===== config.mk =====
export PLATFORM = sky130hd
export DESIGN_NAME = retire_trace_ctrl_flat
export DESIGN_NICKNAME = d
export VERILOG_FILES = /design/src/rtl/retire_trace_ctrl_if.sv /design/src/rtl/retire_trace_ctrl.sv /design/src/flat_wrapper.sv
export SDC_FILE = /design/constraint.sdc
export NUM_CORES = 1
export LEC_CHECK = 0
export BUFFER_PORTS_ARGS = -buffer_cell sky130_fd_sc_hd__buf_2
export CORE_MARGIN = 1.5
export CORE_UTILIZATION = 40
export CTS_CLUSTER_DIAMETER = 30
export DETAILED_ROUTE_END_ITERATION = 10
export SYNTH_ARGS = -nofsm -noshare
export SYNTH_HDL_FRONTEND = slang
export SYNTH_SLANG_ARGS = --single-unit

===== constraint.sdc =====
create_clock -name clk -period 20.4 [get_ports clk]
set_input_delay 1.02 -clock clk [delete_from_list [all_inputs] [get_ports clk]]
set_output_delay 1.02 -clock clk [all_outputs]
set_load 0.02 [all_outputs]

===== src/rtl/retire_trace_ctrl_if.sv =====
// Retire/trace bus bundle: the retire-event offer from the CPU and the
// show-ahead trace head handed to the consumer.
//   master : environment side (CPU drives retire fields, consumer drives ready)
//   slave  : trace controller side
interface retire_trace_ctrl_if;
    logic        retired;
    logic [1:0]  kind;
    logic [15:0] pc;
    logic [15:0] addr;
    logic [15:0] data;
    logic        trace_ready;
    logic        trace_valid;
    logic [1:0]  trace_kind;
    logic [15:0] trace_pc;
    logic [15:0] trace_addr;
    logic [15:0] trace_data;
    logic [15:0] trace_seq;

    modport master (
        output retired, kind, pc, addr, data, trace_ready,
        input  trace_valid, trace_kind, trace_pc, trace_addr, trace_data, trace_seq
    );

    modport slave (
        input  retired, kind, pc, addr, data, trace_ready,
        output trace_valid, trace_kind, trace_pc, trace_addr, trace_data, trace_seq
    );
endinterface


===== src/rtl/retire_trace_ctrl.sv =====
// Retire trace controller: stamps retire events with a sequence number and
// buffers them in a show-ahead FIFO for a trace consumer. Events that find
// the FIFO full are dropped and counted. After halt, new events are ignored
// and the FIFO drains; done rises once everything accepted is delivered.
module retire_trace_ctrl #(
    parameter int DEPTH = 8
) (
    input  logic                     clk,
    input  logic                     rst_n,
    retire_trace_ctrl_if.slave       bus,
    input  logic                     halt,
    output logic [$clog2(DEPTH):0]   level,
    output logic                     overflow,
    output logic [7:0]               drop_cnt,
    output logic                     done
);
    localparam int AW = $clog2(DEPTH);
    localparam int LW = AW + 1;
    localparam int EW = 2 + 16 + 16 + 16 + 16;

    typedef enum logic [1:0] {
        ST_RUN   = 2'd0,
        ST_DRAIN = 2'd1,
        ST_DONE  = 2'd2
    } state_t;

    state_t          state_q, state_d;
    logic [AW-1:0]   wr_ptr_q, wr_ptr_d;
    logic [AW-1:0]   rd_ptr_q, rd_ptr_d;
    logic [LW-1:0]   level_q, level_d;
    logic [15:0]     seq_q, seq_d;
    logic            overflow_q, overflow_d;
    logic [7:0]      drop_cnt_q, drop_cnt_d;

    // Entry layout: {kind, pc, addr, data, seq}
    logic [EW-1:0]   mem_q [DEPTH];
    logic [EW-1:0]   wr_entry;
    logic [EW-1:0]   head;

    logic            pop;
    logic            offer;
    logic            push;
    logic            drop;
    logic            head_valid;

    // Push/pop decisions and the resulting pointer, level and counter updates
    always_comb begin
        head_valid = (level_q != '0);
        pop        = head_valid && bus.trace_ready;
        offer      = bus.retired && (bus.kind != 2'd3) && (state_q == ST_RUN);
        // A full FIFO still takes the offer when the head leaves this cycle
        push       = offer && ((level_q != LW'(DEPTH)) || pop);
        drop       = offer && !push;

        wr_entry   = {bus.kind, bus.pc, bus.addr, bus.data, seq_q};

        wr_ptr_d   = wr_ptr_q + AW'(push);
        rd_ptr_d   = rd_ptr_q + AW'(pop);
        level_d    = level_q + LW'(push) - LW'(pop);
        seq_d      = push ? seq_q + 16'd1 : seq_q;
        overflow_d = overflow_q | drop;
        drop_cnt_d = drop_cnt_q;
        if (drop && (drop_cnt_q != 8'hFF)) begin
            drop_cnt_d = drop_cnt_q + 8'd1;
        end
    end

    // Run/drain/done sequencing
    always_comb begin
        state_d = state_q;
        case (state_q)
            ST_RUN: begin
                if (halt) begin
                    state_d = ST_DRAIN;
                end
            end
            ST_DRAIN: begin
                // No pushes happen in drain, so this is "empty after this edge"
                if ((level_q == '0) || ((level_q == LW'(1)) && pop)) begin
                    state_d = ST_DONE;
                end
            end
            ST_DONE: begin
                state_d = ST_DONE;
            end
            default: begin
                state_d = ST_RUN;
            end
        endcase
    end

    // Control state registers, cleared asynchronously
    always_ff @(posedge clk or negedge rst_n) begin
        if (!rst_n) begin
            state_q    <= ST_RUN;
            wr_ptr_q   <= '0;
            rd_ptr_q   <= '0;
            level_q    <= '0;
            seq_q      <= '0;
            overflow_q <= 1'b0;
            drop_cnt_q <= '0;
        end else begin
            state_q    <= state_d;
            wr_ptr_q   <= wr_ptr_d;
            rd_ptr_q   <= rd_ptr_d;
            level_q    <= level_d;
            seq_q      <= seq_d;
            overflow_q <= overflow_d;
            drop_cnt_q <= drop_cnt_d;
        end
    end

    // Entry storage; contents are don't-care until written
    always_ff @(posedge clk) begin
        if (push) begin
            mem_q[wr_ptr_q] <= wr_entry;
        end
    end

    // Show-ahead head, forced to zero whenever nothing is buffered
    always_comb begin
        head            = head_valid ? mem_q[rd_ptr_q] : '0;
        bus.trace_valid = head_valid;
        bus.trace_kind  = head[65:64];
        bus.trace_pc    = head[63:48];
        bus.trace_addr  = head[47:32];
        bus.trace_data  = head[31:16];
        bus.trace_seq   = head[15:0];
        level           = level_q;
        overflow        = overflow_q;
        drop_cnt        = drop_cnt_q;
        done            = (state_q == ST_DONE);
    end

endmodule


===== src/flat_wrapper.sv =====
// flat-port wrapper written by rule: the top's interface ports become plain ports
module retire_trace_ctrl_flat 
#(
    parameter int DEPTH = 8
)
  (clk, rst_n, halt, level, overflow, drop_cnt, done, bus_retired, bus_kind, bus_pc, bus_addr, bus_data, bus_trace_ready, bus_trace_valid, bus_trace_kind, bus_trace_pc, bus_trace_addr, bus_trace_data, bus_trace_seq);
  retire_trace_ctrl_if bus_i ();
  input  logic clk;
  input  logic rst_n;
  input  logic halt;
  output logic [$clog2(DEPTH):0] level;
  output logic overflow;
  output logic [7:0] drop_cnt;
  output logic done;
  input wire logic [$bits(bus_i.retired)-1:0] bus_retired;
  input wire logic [$bits(bus_i.kind)-1:0] bus_kind;
  input wire logic [$bits(bus_i.pc)-1:0] bus_pc;
  input wire logic [$bits(bus_i.addr)-1:0] bus_addr;
  input wire logic [$bits(bus_i.data)-1:0] bus_data;
  input wire logic [$bits(bus_i.trace_ready)-1:0] bus_trace_ready;
  output wire logic [$bits(bus_i.trace_valid)-1:0] bus_trace_valid;
  output wire logic [$bits(bus_i.trace_kind)-1:0] bus_trace_kind;
  output wire logic [$bits(bus_i.trace_pc)-1:0] bus_trace_pc;
  output wire logic [$bits(bus_i.trace_addr)-1:0] bus_trace_addr;
  output wire logic [$bits(bus_i.trace_data)-1:0] bus_trace_data;
  output wire logic [$bits(bus_i.trace_seq)-1:0] bus_trace_seq;
  assign bus_i.retired = bus_retired;
  assign bus_i.kind = bus_kind;
  assign bus_i.pc = bus_pc;
  assign bus_i.addr = bus_addr;
  assign bus_i.data = bus_data;
  assign bus_i.trace_ready = bus_trace_ready;
  assign bus_trace_valid = bus_i.trace_valid;
  assign bus_trace_kind = bus_i.trace_kind;
  assign bus_trace_pc = bus_i.trace_pc;
  assign bus_trace_addr = bus_i.trace_addr;
  assign bus_trace_data = bus_i.trace_data;
  assign bus_trace_seq = bus_i.trace_seq;
  retire_trace_ctrl #(.DEPTH(DEPTH)) u_core (.clk(clk), .rst_n(rst_n), .bus(bus_i), .halt(halt), .level(level), .overflow(overflow), .drop_cnt(drop_cnt), .done(done));
endmodule

==> results of run 1 <==
synthesized netlist by cell type, types with 2 or more instances:
cell type / count
sky130_fd_sc_hd__edfxtp_1: 528
sky130_fd_sc_hd__mux4_2: 132
sky130_fd_sc_hd__nor2_1: 72
sky130_fd_sc_hd__mux2i_1: 66
sky130_fd_sc_hd__dfrtp_1: 37
sky130_fd_sc_hd__buf_2: 20
sky130_fd_sc_hd__clkbuf_1: 20
sky130_fd_sc_hd__inv_1: 19
sky130_fd_sc_hd__xor2_1: 19
sky130_fd_sc_hd__ha_1: 16
sky130_fd_sc_hd__nand2_1: 12
sky130_fd_sc_hd__nor3_1: 10
sky130_fd_sc_hd__nor4_1: 9
sky130_fd_sc_hd__buf_1: 6
sky130_fd_sc_hd__nand3_1: 6
sky130_fd_sc_hd__mux2_2: 5
sky130_fd_sc_hd__nor4b_1: 4
sky130_fd_sc_hd__xnor2_1: 4
sky130_fd_sc_hd__nor2b_1: 3
sky130_fd_sc_hd__and2_1: 2
sky130_fd_sc_hd__and4_1: 2
sky130_fd_sc_hd__nand2b_1: 2
sky130_fd_sc_hd__nand4_1: 2
sky130_fd_sc_hd__nor4b_2: 2
sky130_fd_sc_hd__o21ai_0: 2
power groups by stage:
stage / clock [mW] / sequential [mW] / combinational (mW)
floorplan: 0 / 1.43 / 0.761
global placement: 0 / 1.51 / 0.992
detailed placement: 0 / 1.52 / 0.998
CTS: 1.93 / 1.50 / 1.00
global route: 1.98 / 1.51 / 1.06
finish: 1.89 / 1.49 / 0.974
worst max-delay path: stages (launching register included):
cell and delay [ps]:
sky130_fd_sc_hd__dfrtp_4 1110, sky130_fd_sc_hd__buf_4 900, sky130_fd_sc_hd__mux4_2 410, sky130_fd_sc_hd__mux2i_1 400, sky130_fd_sc_hd__nor2_1 100, sky130_fd_sc_hd__buf_2 210
kinds of logic (layout without fill, tap and decap cells):
kind of cell    Yosys count  in the layout  share of synthesized area, %
buf+inv                  67            395                         1.314
fa+ha+maj                17             17                         1.005
compound gates            7              7                        0.2342
xor+xnor                 23             23                        0.9195
flops                   565            565                         76.60
simple gates            132            132                         3.033
mux                     204            204                         16.89
through the flow:
step | util (%) | hold slack [ps]
2_1_floorplan | - | 473.0
3_3_place_gp | 43.44 | 471.2
5_1_grt | 50.92 | 495.8
4_1_cts | 50.92 | 483.9
6_report | 50.92 | 476.1
3_5_place_dp | 43.44 | 462.4
registers in the layout, indices dropped and copies added, names as in the netlist:
name,count
u_core.mem_q,528
u_core.seq_q,16
u_core.drop_cnt,8
u_core.level,4
u_core.rd_ptr_q,3
u_core.wr_ptr_q,3
u_core.state_q,2
u_core.overflow,1
routing by layer:
layer  global-route usage, %  vias to the layer above  routed length (µm)
met5                       0                        -                  13
met4                   5.536                        2                1016
met3                   4.185                       88                2399
met2                   26.99                      268               22230
met1                   22.30                     5540               19930
li1                        -                     4634                   -
worst max path at each step:
stage / depth (start not counted) / endpoint / slack [ps] / start
2_1_floorplan: 5 / u_core.mem_q[2][0]$_DFFE_PP_ / 11220 / bus_trace_ready
3_3_place_gp: 5 / bus_trace_seq[2] / 16080 / u_core.rd_ptr_q[0]$_DFF_PN0_
3_5_place_dp: 5 / bus_trace_seq[2] / 16090 / u_core.rd_ptr_q[0]$_DFF_PN0_
4_1_cts: 5 / bus_trace_seq[2] / 15390 / u_core.rd_ptr_q[0]$_DFF_PN0_
5_1_grt: 5 / bus_trace_seq[2] / 15250 / u_core.rd_ptr_q[0]$_DFF_PN0_
6_report: 5 / bus_trace_seq[2] / 15590 / u_core.rd_ptr_q[1]$_DFF_PN0_
area by class of cell:
class	instances	area (µm²)	area share [%]
clock buffers	129	3015	10.96
clock inverters	90	1028	3.738
inverters	19	71.32	0.2592
multi-input cells	383	4893	17.79
flip-flops and latches	565	16790	61.04
well taps	696	870.8	3.165
repair buffers	157	840.8	3.056
==> Flow_metrics.wiki, run 1 <==
{| class="wikitable"
! Metric !! Value
|-
| Result of the run || finished, final reports clean
|-
| Fraction of power consumed by combinational cells || 22.3%
|-
| Library cells used by synthesis || 40
|-
| TritonCTS clock tree || built
|-
| DRC violations left || 0
|-
| Part of the power in registers || 34.2%
|-
| Slack of the worst reg-to-reg path || 17340 ps
|-
| Final instance count without filler cells || 2039
|-
| Die width || 237.0 µm
|-
| Clk_lat worst skew || 660 ps
|-
| Mapped Nets || 1087
|-
| Clock transition time at the flip-flop clock pins of the worst setup and hold paths || 40 ps
|-
| Switching share of total power || 29.47%
|-
| Global-route wire length before repair || 70060 µm
|-
| Worst setup timing slack at the placement stage || 16090 ps
|-
| Synth-to-layout area growth || 25.59%
|-
| Via count of the first global-routing pass || 11531
|-
| Leading cell types by total area after synthesis || sky130_fd_sc_hd__edfxtp_1, sky130_fd_sc_hd__mux4_2, sky130_fd_sc_hd__dfrtp_1
|-
| Area of the core || 0.05403 mm²
|-
| Total of flip-flops plus latches after synthesis || 565
|-
| Worst Slack Setup Final || 15590 ps
|-
| Number of nets still failing antenna checks after routing || 0
|-
| Wire length per cell after detailed routing || 22.36 µm
|-
| Filler cell count || 4275
|-
| Syn. warnings || 0
|-
| Depth of the worst hold-timing path || 1
|-
| Setup bufs post-CTS || 0
|-
| Leak Pwr || 9.680 nW
|-
| Post-placement cell count || 1820
|-
| Maximum resistive drop on vdd || 0.08858 mV
|-
| Post-DP Area || 0.02347 mm²
|-
| Final critical-path required period || 4806 ps
|-
| Most instantiated flip-flop cell in the synthesis netlist || sky130_fd_sc_hd__edfxtp_1
|-
| Root Driver || sky130_fd_sc_hd__clkbuf_16
|-
| Highest achievable clock rate || 208.1 MHz
|-
| Detailed-route wire length || 45580 µm
|-
| Half-perimeter wire length after detailed placement || 22630 µm
|-
| Clk network pwr share || 43.4%
|-
| Endpoint type of the worst setup path || primary output
|-
| Antenna diode count || 0
|-
| Net switching power || 1.285 mW
|-
| Grt ovf || 0
|-
| Critical path data arrival time || 3790 ps
|-
| Max cap viols || 0
|-
| Worst hold-check path type || reg -> reg
|-
| Commonest cells after routing, fill and taps aside || sky130_fd_sc_hd__edfxtp_1, sky130_fd_sc_hd__buf_2, sky130_fd_sc_hd__mux4_2
|-
| Worst path required time || 19380 ps
|-
| Count of pins on the block boundary || 136
|-
| Area of the mapped netlist || 0.02191 mm²
|-
| Clock Skews || 32.61 ps
|-
| Chip Height || 237.0 µm
|-
| Cell type contributing the most total cell area after synthesis || sky130_fd_sc_hd__edfxtp_1
|-
| Post-synth ARST share || 6.549%
|-
| Worst slew pin tran || 1054 ps
|-
| Total negative slack for setup checks || 0 ps
|-
| Most common cell after layout, fill and taps aside || sky130_fd_sc_hd__edfxtp_1
|-
| Remaining max-slew budget at the tightest pin || 29.75%
|-
| Power per standard cell area || 158.5 mW/mm²
|-
| Sequential area share after synthesis || 76.60%
|-
| Reg-to-reg endpoint || u_core.level[2]$_DFF_PN0_
|-
| Via count || 10532
|-
| Layout cell share with drive strength beyond 1 || 37.68%
|-
| Total die area || 0.05618 mm²
|-
| Port Buffer Count || 135
|-
| Crit path max fanout || 68
|-
| Post-cts repair resize count || 0
|-
| Share of the cycle needed by the critical path after routing || 23.56%
|-
| Pin count of the biggest net entering global routing || 69
|-
| Synthesized instance count || 1015
|-
| # setup viols final || 0
|-
| Internal Power || 3.076 mW
|-
| Overall power consumption || 4.361 mW
|-
| Global-route usage over all layers || 16.73%
|-
| Bufs on Longest Clock Path || 3
|-
| Mean Syn Cell Area || 21.58 µm²
|-
| Antenna violations before repair || 2
|-
| Total clock buffers created by CTS || 116
|-
| Final weighted congestion in routability-driven placement || 0.6889
|-
| Worst Reg-to-Reg Cells || 12
|-
| Hold EP || u_core.overflow$_DFF_PN0_
|-
| Finished Cell Area || 0.02751 mm²
|-
| CP Class || reg -> out
|-
| HP Start || u_core.overflow$_DFF_PN0_
|-
| Reg2Reg Launch Point || u_core.level[2]$_DFF_PN0_
|-
| Final Max Tran Viols || 0
|-
| TritonCTS Sinks || 565
|-
| TritonRoute pass-1 iters || 5
|-
| Kind of start point of the critical path || register
|-
| Via count normalized by instance count || 5.165
|-
| Initial Util || 40.55%
|-
| Area share of the largest cell type after synthesis || 72.37%
|-
| Row cnt || 85
|-
| Unrepaired setup endpoints after global routing || no
|-
| Hold buffers post-CTS || 0
|-
| Violation count after the first detailed-routing iteration || 660
|-
| Number of flops mapped to enable cells by yosys || 528
|-
| CTS H-tree lvls || 3
|-
| Number of nets at the end of the flow || 1314
|-
| Final Hold Fails || 0
|}
No activity file was read; power rests on OpenSTA's default activity.
==> inputs of run 2 (changes only) <==
Settings changed: ABC_AREA set to 1.
Clock period 20.4 ns to 4.14 ns, I/O delays scaled along.
==> run 2 against run 1 <==
Effect of this change: cell count increased by 43%; cell area increased by 4.1%; utilization down 0.15 points; critical endpoint is now bus_trace_seq[4].
==> Flow_metrics.wiki, run 2 <==
{| class="wikitable"
! Metric !! Value
|-
| Total clock buffers created by CTS || 110
|-
| Slack of the worst reg-to-reg path || 940 ps
|-
| Final weighted congestion in routability-driven placement || 0.7621
|-
| Total negative slack for setup checks || 0 ps
|-
| Number of flops mapped to enable cells by yosys || 528
|-
| Unrepaired setup endpoints after global routing || no
|-
| Row cnt || 87
|-
| Most instantiated flip-flop cell in the synthesis netlist || sky130_fd_sc_hd__edfxtp_1
|-
| Number of nets at the end of the flow || 2125
|-
| Maximum resistive drop on vdd || 0.6005 mV
|-
| Mapped Nets || 1910
|-
| Area share of the largest cell type after synthesis || 69.43%
|-
| Area occupied by multi-input gates || 0.005364 mm²
|-
| Pin count of the biggest net entering global routing || 163
|-
| Syn. warnings || 0
|-
| Most frequent cells after synthesis || sky130_fd_sc_hd__edfxtp_1, sky130_fd_sc_hd__nor2_1, sky130_fd_sc_hd__o21ai_0
|-
| Post-placement cell count || 2643
|-
| Compound-Gate Fraction of Synth Area || 10.09%
|-
| Port Buffer Count || 135
|-
| Share of the cycle needed by the critical path after routing || 81.87%
|-
| Layout cell share with drive strength beyond 1 || 17.20%
|-
| Worst path required time || 3930 ps
|-
| Crit path max fanout || 162
|-
| Clock Skews || 31.96 ps
|-
| Most Frequent Cell on Critical Path || sky130_fd_sc_hd__nor2_1
|-
| Via count of the first global-routing pass || 15063
|-
| Most frequently used cell type in the post-synthesis netlist || sky130_fd_sc_hd__edfxtp_1
|-
| Highest achievable clock rate || 295.0 MHz
|-
| # setup viols final || 0
|-
| Main combinational cell family by area after synthesis || simple AND/OR/NAND/NOR gates
|-
| Kind of start point of the critical path || register
|-
| Area of the mapped netlist || 0.02284 mm²
|-
| TritonCTS clock tree || built
|-
| Slowest library cell on the worst path || sky130_fd_sc_hd__dfrtp_4
|-
| Max cap viols || 0
|-
| CTS H-tree lvls || 3
|-
| Final Hold Fails || 0
|-
| TritonRoute pass-1 iters || 5
|-
| Final instance count without filler cells || 2907
|-
| Top reg by flops || u_core.mem_q
|-
| Violation count after the first detailed-routing iteration || 999
|-
| Fraction of the mapped netlist area in simple logic gates || 11.60%
|-
| Finished Cell Area || 0.02863 mm²
|-
| Clk_lat worst skew || 660 ps
|-
| Critical path data arrival time || 3180 ps
|-
| Result of the run || finished, final reports clean
|-
| Area of the core || 0.05639 mm²
|-
| Worst slack on hold paths || 215.1 ps
|-
| Storage cell area || 0.01679 mm²
|-
| Count of pins on the block boundary || 136
|-
| Library cells used by synthesis || 30
|-
| Crit path largest cell delay || 700 ps
|-
| CP Cell Sequence || buf_12 > nor2_1 > nor2_1 > o21ai_0 > o211ai_1 > nand2_1 > nor2_1 > buf_2
|-
| Commonest cells after routing, fill and taps aside || sky130_fd_sc_hd__edfxtp_1, sky130_fd_sc_hd__nor2_1, sky130_fd_sc_hd__o21ai_0
|-
| Die width || 241.9 µm
|-
| Synthesized instance count || 1838
|-
| Total of flip-flops plus latches after synthesis || 565
|-
| Number of buffer and inverter instances along the worst setup path || 2
|-
| Leading cell types by total area after synthesis || sky130_fd_sc_hd__edfxtp_1, sky130_fd_sc_hd__nor2_1, sky130_fd_sc_hd__o21ai_0
|-
| Number of flip-flops in the largest register || 528
|-
| Global-route usage over all layers || 18.34%
|-
| Xor/xnor share of the synthesized area || 0.5370%
|-
| Final Max Tran Viols || 0
|-
| Most common cell after layout, fill and taps aside || sky130_fd_sc_hd__edfxtp_1
|-
| Wire length per cell after detailed routing || 18.66 µm
|-
| Via count || 14979
|-
| Final critical-path required period || 3389 ps
|-
| Post-DP Area || 0.02423 mm²
|-
| Grt ovf || 0
|-
| Root Driver || sky130_fd_sc_hd__clkbuf_16
|-
| Antenna diode count || 0
|-
| Mean Syn Cell Area || 12.42 µm²
|-
| Setup bufs post-CTS || 0
|-
| Remaining max-slew budget at the tightest pin || 25.01%
|-
| Via count normalized by instance count || 5.153
|-
| Util after Layout || 50.78%
|-
| DRC violations left || 0
|-
| Initial Util || 40.50%
|-
| Chip Height || 241.9 µm
|-
| Cell family with the largest share of critical-path delay || buffers and inverters
|-
| Half-perimeter wire length after detailed placement || 27700 µm
|-
| Power per standard cell area || 801.5 mW/mm²
|-
| Filler cell count || 4869
|-
| Number of nets still failing antenna checks after routing || 0
|-
| TritonCTS Sinks || 565
|-
| Cell type contributing the most total cell area after synthesis || sky130_fd_sc_hd__edfxtp_1
|-
| Clock transition time at the flip-flop clock pins of the worst setup and hold paths || 50 ps
|-
| Overall power consumption || 22.95 mW
|-
| CP Class || reg -> out
|-
| Worst Slack Setup Final || 750.6 ps
|-
| Leak Pwr || 10.30 nW
|-
| Worst hold-check path type || in -> async
|-
| Sequential area share after synthesis || 73.49%
|-
| Total die area || 0.05853 mm²
|-
| Detailed-route wire length || 54240 µm
|-
| Worst setup timing slack at the placement stage || 943.1 ps
|-
| Synth-to-layout area growth || 25.38%
|-
| Worst slew pin tran || 1125 ps
|-
| Bufs on Longest Clock Path || 3
|-
| Global-route wire length before repair || 84370 µm
|-
| Endpoint type of the worst setup path || primary output
|-
| Post-synth ARST share || 6.549%
|-
| Adder-cell share of the synthesized area || 0.9643%
|-
| Mux share of post-synthesis cell area || 0%
|-
| Antenna violations before repair || 1
|}
==> run 2: changes by cell type after synthesis, sizes merged, moves of 11 or more <==
cell,change
inv,+15
nand2,+157
nor4,-11
o21ai,+273
mux2i,-66
buf,+39
xor2,-13
o22ai,+66
o211ai,+65
clkbuf,+24
nor2,+417
mux4,-132
==> run 2: layout make-up <==
cell class,count,share of cell area (%)
sequential,565,58.65
tap,756,3.304
inverter,34,0.4720
timing repair buffer,214,5.340
clock buffer,125,10.10
multi-input combinational,1128,18.73
clock inverter,85,3.400
==> run 2: timing repair <==
| action | CTS | global route |
|---|---|---|
| hold endpoints to repair | 446 | 0 |
| resized for setup | 0 | 0 |
| hold buffers | 54 | 0 |
==> run 2: report_power, final <==
group | internal, mW | switching, mW | leakage (nW) | total [mW]
registers | 6.81 | 0.541 | 5.25 | 7.35
logic | 2.00 | 4.58 | 3.21 | 6.58
clock network | 5.99 | 3.03 | 1.83 | 9.02
total | 14.8 | 8.15 | 10.3 | 22.9
==> run 2: worst reg2reg max path: stages, from the launching register on <==
cell and delay [ps]:
sky130_fd_sc_hd__dfrtp_1 390, sky130_fd_sc_hd__inv_1 120, sky130_fd_sc_hd__ha_1 180, sky130_fd_sc_hd__nand2_1 70
sky130_fd_sc_hd__a21oi_2 340, sky130_fd_sc_hd__nand2_2 310, sky130_fd_sc_hd__inv_4 270, sky130_fd_sc_hd__nand2_1 270
sky130_fd_sc_hd__nor2_4 410, sky130_fd_sc_hd__buf_12 380
==> run 2: kinds of logic after synthesis <==
group | after synthesis
buffers and inverters | 145
flip-flops | 565
AND/OR/NAND/NOR | 687
adder cells (fa/ha/maj) | 17
XOR/XNOR | 14
AO/OA/AOI/OAI | 410
==> run 2: path summary, 6_finish.rpt <==
path | start | end | cells past startpoint
setup reg to reg | u_core.state_q[0]$_DFFE_PN0P_ | u_core.mem_q[3][53]$_DFFE_PP_ | 9
hold / removal | rst_n | u_core.overflow$_DFF_PN0_ | 2
hold reg to reg | u_core.overflow$_DFF_PN0_ | u_core.overflow$_DFF_PN0_ | 2
setup / recovery | u_core.rd_ptr_q[0]$_DFF_PN0_ | bus_trace_seq[4] | 8
max in group asynchronous | rst_n | u_core.rd_ptr_q[2]$_DFF_PN0_ | 2
min in group clk | bus_pc[3] | u_core.mem_q[2][51]$_DFFE_PP_ | 2
==> run 2: metal layers <==
metal | global-route usage (%) | share of wire, % | vias up | wire (µm)
met5 | 0 | 0 | - | 0
met4 | 6.636 | 2.1 | 0 | 1117
li1 | - | - | 7062 | -
met3 | 3.600 | 5.5 | 83 | 3001
met1 | 24.01 | 44 | 7400 | 23730
met2 | 30.42 | 49 | 434 | 26400
